===== src/rtl/dw_addsub_pipe_if.sv =====
// Stream bundle for dw_addsub_pipe: operand side (in_*) and result side (out_*).
// The unit itself connects through the slave modport; the producer/consumer side uses master.
interface dw_addsub_pipe_if #(
  parameter int width = 32
);
  logic             in_valid;
  logic             in_ready;
  logic [width-1:0] A;
  logic [width-1:0] B;
  logic             CI;
  logic             MODE;
  logic             out_valid;
  logic             out_ready;
  logic [width-1:0] DIFF;
  logic             CO;
  logic             OVF;

  modport slave (
    input  in_valid, A, B, CI, MODE, out_ready,
    output in_ready, out_valid, DIFF, CO, OVF
  );

  modport master (
    output in_valid, A, B, CI, MODE, out_ready,
    input  in_ready, out_valid, DIFF, CO, OVF
  );
endinterface


===== src/rtl/dw_addsub_pipe.sv =====
// Pipelined add/subtract: the operand is cut into `stages` carry-chained segments,
// one segment per stage, with skewed operands and deskewed results travelling alongside.
module dw_addsub_pipe #(
  parameter int width  = 32,
  parameter int stages = 4
) (
  input logic            clk,
  input logic            rst,
  dw_addsub_pipe_if.slave bus
);
  localparam int S = width / stages;
  localparam int L = stages - 1;
  localparam logic [width-1:0] segones = width'({S{1'b1}});

  logic [stages-1:0][width-1:0] a, b, r;
  logic [stages-1:0]            c, md, v;

  logic [stages-1:0][width-1:0] ain, bin, rin, nr;
  logic [stages-1:0]            cin, mdin, vin, nc;
  logic [stages-1:0][S:0]       sum;

  logic adv;
  logic unused;

  assign adv = !(v[L] && !bus.out_ready);

  for (genvar k = 0; k < stages; k++) begin : g_stage
    localparam logic [width-1:0] segmask = segones << (k * S);

    // Subtract is folded into an add at the input: A + ~B with carry-in ~CI.
    if (k == 0) begin : g_first
      assign ain[k]  = bus.A;
      assign bin[k]  = bus.MODE ? bus.B : ~bus.B;
      assign rin[k]  = '0;
      assign cin[k]  = bus.MODE ? bus.CI : ~bus.CI;
      assign mdin[k] = bus.MODE;
      assign vin[k]  = bus.in_valid;
    end else begin : g_next
      assign ain[k]  = a[k-1];
      assign bin[k]  = b[k-1];
      assign rin[k]  = r[k-1];
      assign cin[k]  = c[k-1];
      assign mdin[k] = md[k-1];
      assign vin[k]  = v[k-1];
    end

    assign sum[k] = {1'b0, ain[k][k*S +: S]} + {1'b0, bin[k][k*S +: S]} + (S+1)'(cin[k]);
    assign nr[k]  = (rin[k] & ~segmask) | (width'(sum[k][S-1:0]) << (k * S));

    // The last stage stores the user-visible carry, so a subtract's borrow is the inverted carry.
    if (k == L) begin : g_co
      assign nc[k] = mdin[k] ? sum[k][S] : ~sum[k][S];
    end else begin : g_carry
      assign nc[k] = sum[k][S];
    end
  end

  // One shared enable: the whole pipe freezes while a result waits at the output.
  always_ff @(posedge clk or posedge rst) begin
    if (rst) begin
      v  <= '0;
      c  <= '0;
      md <= '0;
      a  <= '0;
      b  <= '0;
      r  <= '0;
    end else if (adv) begin
      v  <= vin;
      c  <= nc;
      md <= mdin;
      a  <= ain;
      b  <= bin;
      r  <= nr;
    end
  end

  // b holds the effective addend, so one overflow rule covers both modes.
  assign bus.in_ready  = adv;
  assign bus.out_valid = v[L];
  assign bus.DIFF      = r[L];
  assign bus.CO        = c[L];
  assign bus.OVF       = (a[L][width-1] == b[L][width-1]) && (r[L][width-1] != a[L][width-1]);

  assign unused = ^{a[L], b[L], md[L]};
endmodule


===== src/flat_wrapper.sv =====
// flat-port wrapper written by rule: the top's interface ports become plain ports
module dw_addsub_pipe_flat 
#(
  parameter int width  = 32,
  parameter int stages = 4
)
  (clk, rst, bus_in_valid, bus_A, bus_B, bus_CI, bus_MODE, bus_out_ready, bus_in_ready, bus_out_valid, bus_DIFF, bus_CO, bus_OVF);
  dw_addsub_pipe_if #(.width(width)) bus_i ();
  input logic clk;
  input logic rst;
  input wire logic [$bits(bus_i.in_valid)-1:0] bus_in_valid;
  input wire logic [$bits(bus_i.A)-1:0] bus_A;
  input wire logic [$bits(bus_i.B)-1:0] bus_B;
  input wire logic [$bits(bus_i.CI)-1:0] bus_CI;
  input wire logic [$bits(bus_i.MODE)-1:0] bus_MODE;
  input wire logic [$bits(bus_i.out_ready)-1:0] bus_out_ready;
  output wire logic [$bits(bus_i.in_ready)-1:0] bus_in_ready;
  output wire logic [$bits(bus_i.out_valid)-1:0] bus_out_valid;
  output wire logic [$bits(bus_i.DIFF)-1:0] bus_DIFF;
  output wire logic [$bits(bus_i.CO)-1:0] bus_CO;
  output wire logic [$bits(bus_i.OVF)-1:0] bus_OVF;
  assign bus_i.in_valid = bus_in_valid;
  assign bus_i.A = bus_A;
  assign bus_i.B = bus_B;
  assign bus_i.CI = bus_CI;
  assign bus_i.MODE = bus_MODE;
  assign bus_i.out_ready = bus_out_ready;
  assign bus_in_ready = bus_i.in_ready;
  assign bus_out_valid = bus_i.out_valid;
  assign bus_DIFF = bus_i.DIFF;
  assign bus_CO = bus_i.CO;
  assign bus_OVF = bus_i.OVF;
  dw_addsub_pipe #(.width(width), .stages(stages)) u_core (.clk(clk), .rst(rst), .bus(bus_i));
endmodule

===== config.mk =====
export PLATFORM = sky130hd
export DESIGN_NAME = dw_addsub_pipe_flat
export DESIGN_NICKNAME = d
export VERILOG_FILES = /design/src/rtl/dw_addsub_pipe_if.sv /design/src/rtl/dw_addsub_pipe.sv /design/src/flat_wrapper.sv
export SDC_FILE = /design/constraint.sdc
export NUM_CORES = 1
export LEC_CHECK = 0
export ABC_AREA = 1
export ABC_CLOCK_PERIOD_IN_PS = 12250
export CORE_MARGIN = 5
export CORE_UTILIZATION = 55
export DETAILED_ROUTE_END_ITERATION = 10
export GPL_ROUTABILITY_DRIVEN = 1
export GPL_TIMING_DRIVEN = 0
export PLACE_DENSITY = 0.9
export SLEW_MARGIN = 20
export SYNTH_ARGS = -nofsm -noshare
export SYNTH_HDL_FRONTEND = slang
export SYNTH_SLANG_ARGS = --single-unit

===== constraint.sdc =====
create_clock -name clk -period 12.25 [get_ports clk]
set_clock_uncertainty 0.1 [all_clocks]
set_input_delay 2.45 -clock clk [delete_from_list [all_inputs] [get_ports clk]]
set_output_delay 2.45 -clock clk [all_outputs]
set_load 0.03 [all_outputs]

### Word level (Yosys, flattened, before mapping)

Index checks and enable logic that the tools add are counted.

* add/sub/neg operators: 8
* equality and inequality tests: 2
* multiplexer cells: 3
* bitwise gates (word level): 6
* reduce and logical (&&, ||, !) cells: 4

Operators with widths (count)
* $add 8x8->9: 4
* $add 9x1->9: 4
* $mux 32: 1
* $not 32->32: 1
* $or 24x32->32: 1
* $or 16x24->24: 1
* $or 8x16->16: 1
* $logic_and 1x1->1: 2
* $logic_not 1->1: 2
* $mux 1: 2
* $not 1->1: 2
* $eq 1x1->1: 1
* $ne 1x1->1: 1

* flip-flop bits (word level): 347
* input port bits: 70
* output and inout port bits: 36
* logic and storage cells: 38

### Longest topological paths before layout

* word-level depth: 4
* gate-level depth with buffers: 12
* mapped depth without buffers: 11

### Worst setup path after synthesis

No wires, ideal clock.

* path kind: in2out
* start: in bus_out_ready
* end: out bus_in_ready
* arrival time: 2.987 ns
* data required time: 9.700 ns
* slack: 6.713 ns
* stages on the path: 4
* cell sequence: nor2_2 > inv_2 > buf_2 > buf_2

* longest elaborated chain between the ends: 3

Ends and longest elaborated chain
* from (decl): RTL line flat_wrapper.sv:16 `input wire logic [$bits(bus_i.out_ready)-1:0] bus_out_ready;`
* $logic_not 1->1: RTL line dw_addsub_pipe.sv:25 `assign adv = !(v[L] && !bus.out_ready);`
* $logic_and 1x1->1: RTL line dw_addsub_pipe.sv:25
* $logic_not 1->1: RTL line dw_addsub_pipe.sv:25
* to (decl): RTL line flat_wrapper.sv:17 `output wire logic [$bits(bus_i.in_ready)-1:0] bus_in_ready;`

Every way passes these cells.

### Worst setup path after layout

Same ends and word-level chain as after synthesis.

==> metrics.txt <==
Critical Path RT=between 9000 and 10000 ps; Highest Clock Rate=0.145 GHz; synth warn=0; Syn Nets=~1100; Critical Path AT=roughly 4400 ps; starting density of the core=a little under three fifths; Peak VDD IR=0.150 mV; DIE AREA=around 19000 µm²; HPWL after DPL=between 15000 and 20000 µm; unrepaired setup endpoints after global routing=no; Mapped Area=just under 9000 µm²; area occupied by registers=between 4000 and 5000 µm²; Hold WC Path Type=reg -> reg; total core area=~16000 µm²; initial antenna violation count=0; Rows=46; Port Buffers=about 100; most frequent cells in the layout=455 x nand2_1, 189 x dfrtp_1, 104 x clkdlybuf4s50_1; setup TNS=0 ps; area grow syn2layout=21.9%; first-pass GRT wire length=approximately 37000 µm; Antenna Nets Post-Route=0; IO Pins=between 100 and 150; most common cell after layout, fill and taps aside=nand2_1; DRT iter0 DRCs=771; Post-CTS Repair Setup Buffers=0; total gr overflow=0; Max Cap Viol=0; Slew headroom=about 60%; CTS Sinks=around 190; largest net degree at the start of global routing=between 100 and 150; share of cells above drive strength 1=~6.5%; synthesis-stage register bit count=around 190; root buf cell=clkbuf_16; Reg clk slew, reported paths=60 ps; Setup crit end kind=output port; routed len/inst=16.6 µm; area occupied by multi-input gates=3500 µm²; crit-path max FO=10; LEAKAGE=about 5.4 nW; Post-DP Area=10100 µm²; via count=between 7000 and 8000; final period utilization=56.3%; fin. max-slew vios=0; Fill cells=~1100; Least-Margin Pin Slew=602 ps; drt first pass iters=5; final setup fails=0; Mapped Cells=1014; DR DRC count=0; Vert. Die Dim=~140 µm; Inserted Clock Buffers=17; cts hold-fix bufs=0; Die Width=approximately 140 µm; Ant. Diodes=0; P per Cell Area=~270 nW/µm²; syn avg cell area=8.65 µm²; Final #Nets=roughly 1200; CTS resizes=0; CTS H-tree depth=4; WS Path Type=in -> out; R2R Setup Slk=~10000 ps; minimum clock period=~7000 ps; sequential-to-total area share from yosys stat=about 54%; Fin. Hold Viols=0; drt total wl=22700 µm; distinct cell type count after synthesis=25; status=finished clean; RePlAce Congestion=about 0.9; CTS tree=built; Clock Latency Late Sink=~440 ps; clock buffer depth=2; nature of the critical path startpoint=primary input; vias per cell=~5.5; total track usage=25.8%; number of global-route vias before repair=between 7000 and 8000; design area=approximately 11000 µm²
==> worst paths after layout <==
path | start | cells past startpoint | end
hold / removal | u_core.b[20] | 2 | u_core.b[52]
max in group asynchronous | rst | 3 | u_core.a[11]
setup / recovery | bus_out_ready | 6 | bus_in_ready
hold reg to reg | u_core.b[20] | 2 | u_core.b[52]
setup reg to reg | u_core.c[0] | 8 | u_core.r[46]
min in group asynchronous | rst | 2 | u_core.a[29]
==> registers in the layout, indices dropped and copies added (netlist names) <==
register         count
u_core.v             4
u_core.bus.DIFF     32
u_core.md            3
u_core.r            48
u_core.a            49
u_core.c             4
u_core.b            49
==> synthesized netlist by cell type, drive strengths merged <==
master | number | area (µm²)
a211oi | 3 | 22.5
and2 | 2 | 12.5
or2 | 8 | 50.1
o22ai | 2 | 12.5
dfrtp | 189 | 4730
nand2 | 455 | 1710
nand3 | 30 | 150
xnor2 | 9 | 78.8
a21oi | 17 | 85.1
xor2 | 25 | 219
clkbuf | 10 | 37.5
nor2 | 25 | 96.4
fa | 8 | 160
nand3b | 15 | 113
o21ai | 88 | 440
buf | 35 | 267
ha | 28 | 350
inv | 65 | 244
==> layout make-up <==
class,instances,area share (%)
Clock buffer,21,4.30
Multi-Input combinational cell,715,32.7
Inverter,65,2.35
Timing Repair Buffer,105,9.99
Sequential cell,189,44.2
Buffer,45,2.84
Tap cell,216,2.53
Clock inverter,11,1.10
==> worst max-delay path: stages <==
cell and delay [ps]:
clkdlybuf4s50_1 470, nor2_2 60, inv_2 100, buf_2 230
buf_2 310, clkdlybuf4s50_1 720
==> logic make-up after synthesis <==
kind of cell               synth area share, %
xor gates and xnor gates                  3.39
AOI/OAI and AO/OA                         6.39
and+or+nand+nor                           24.3
adders and majority gates                 5.82
DFF                                       53.9
buffers and inverters                     6.24
==> metrics by stage <==
step,util [%],setup slack (ps),power (mW),hold slack (ps),instances
global route,67.9,5290,3.03,393,1367
CTS,67.9,5370,2.83,370,1367
floorplan,-,4560,1.84,320,1014
detailed placement,64.2,5370,2.26,352,1335
finish,67.9,5350,2.85,369,1367
global placement,64.0,2430,2.19,346,1334
==> layer usage <==
metal / track usage [%] / vias up / share of wire, %
li1: - / 3425 / -
met1: 31.8 / 3602 / 39
met2: 42.0 / 372 / 48
met3: 5.29 / 93 / 7.5
met4: 15.2 / 0 / 5.1
met5: 0 / - / 0
==> power breakdown <==
group	switching, mW	internal, mW	total, mW
clock network	0.235	0.309	0.545
logic	0.759	0.460	1.22
registers	0.182	0.904	1.09
(Power assumes the default switching activity.)
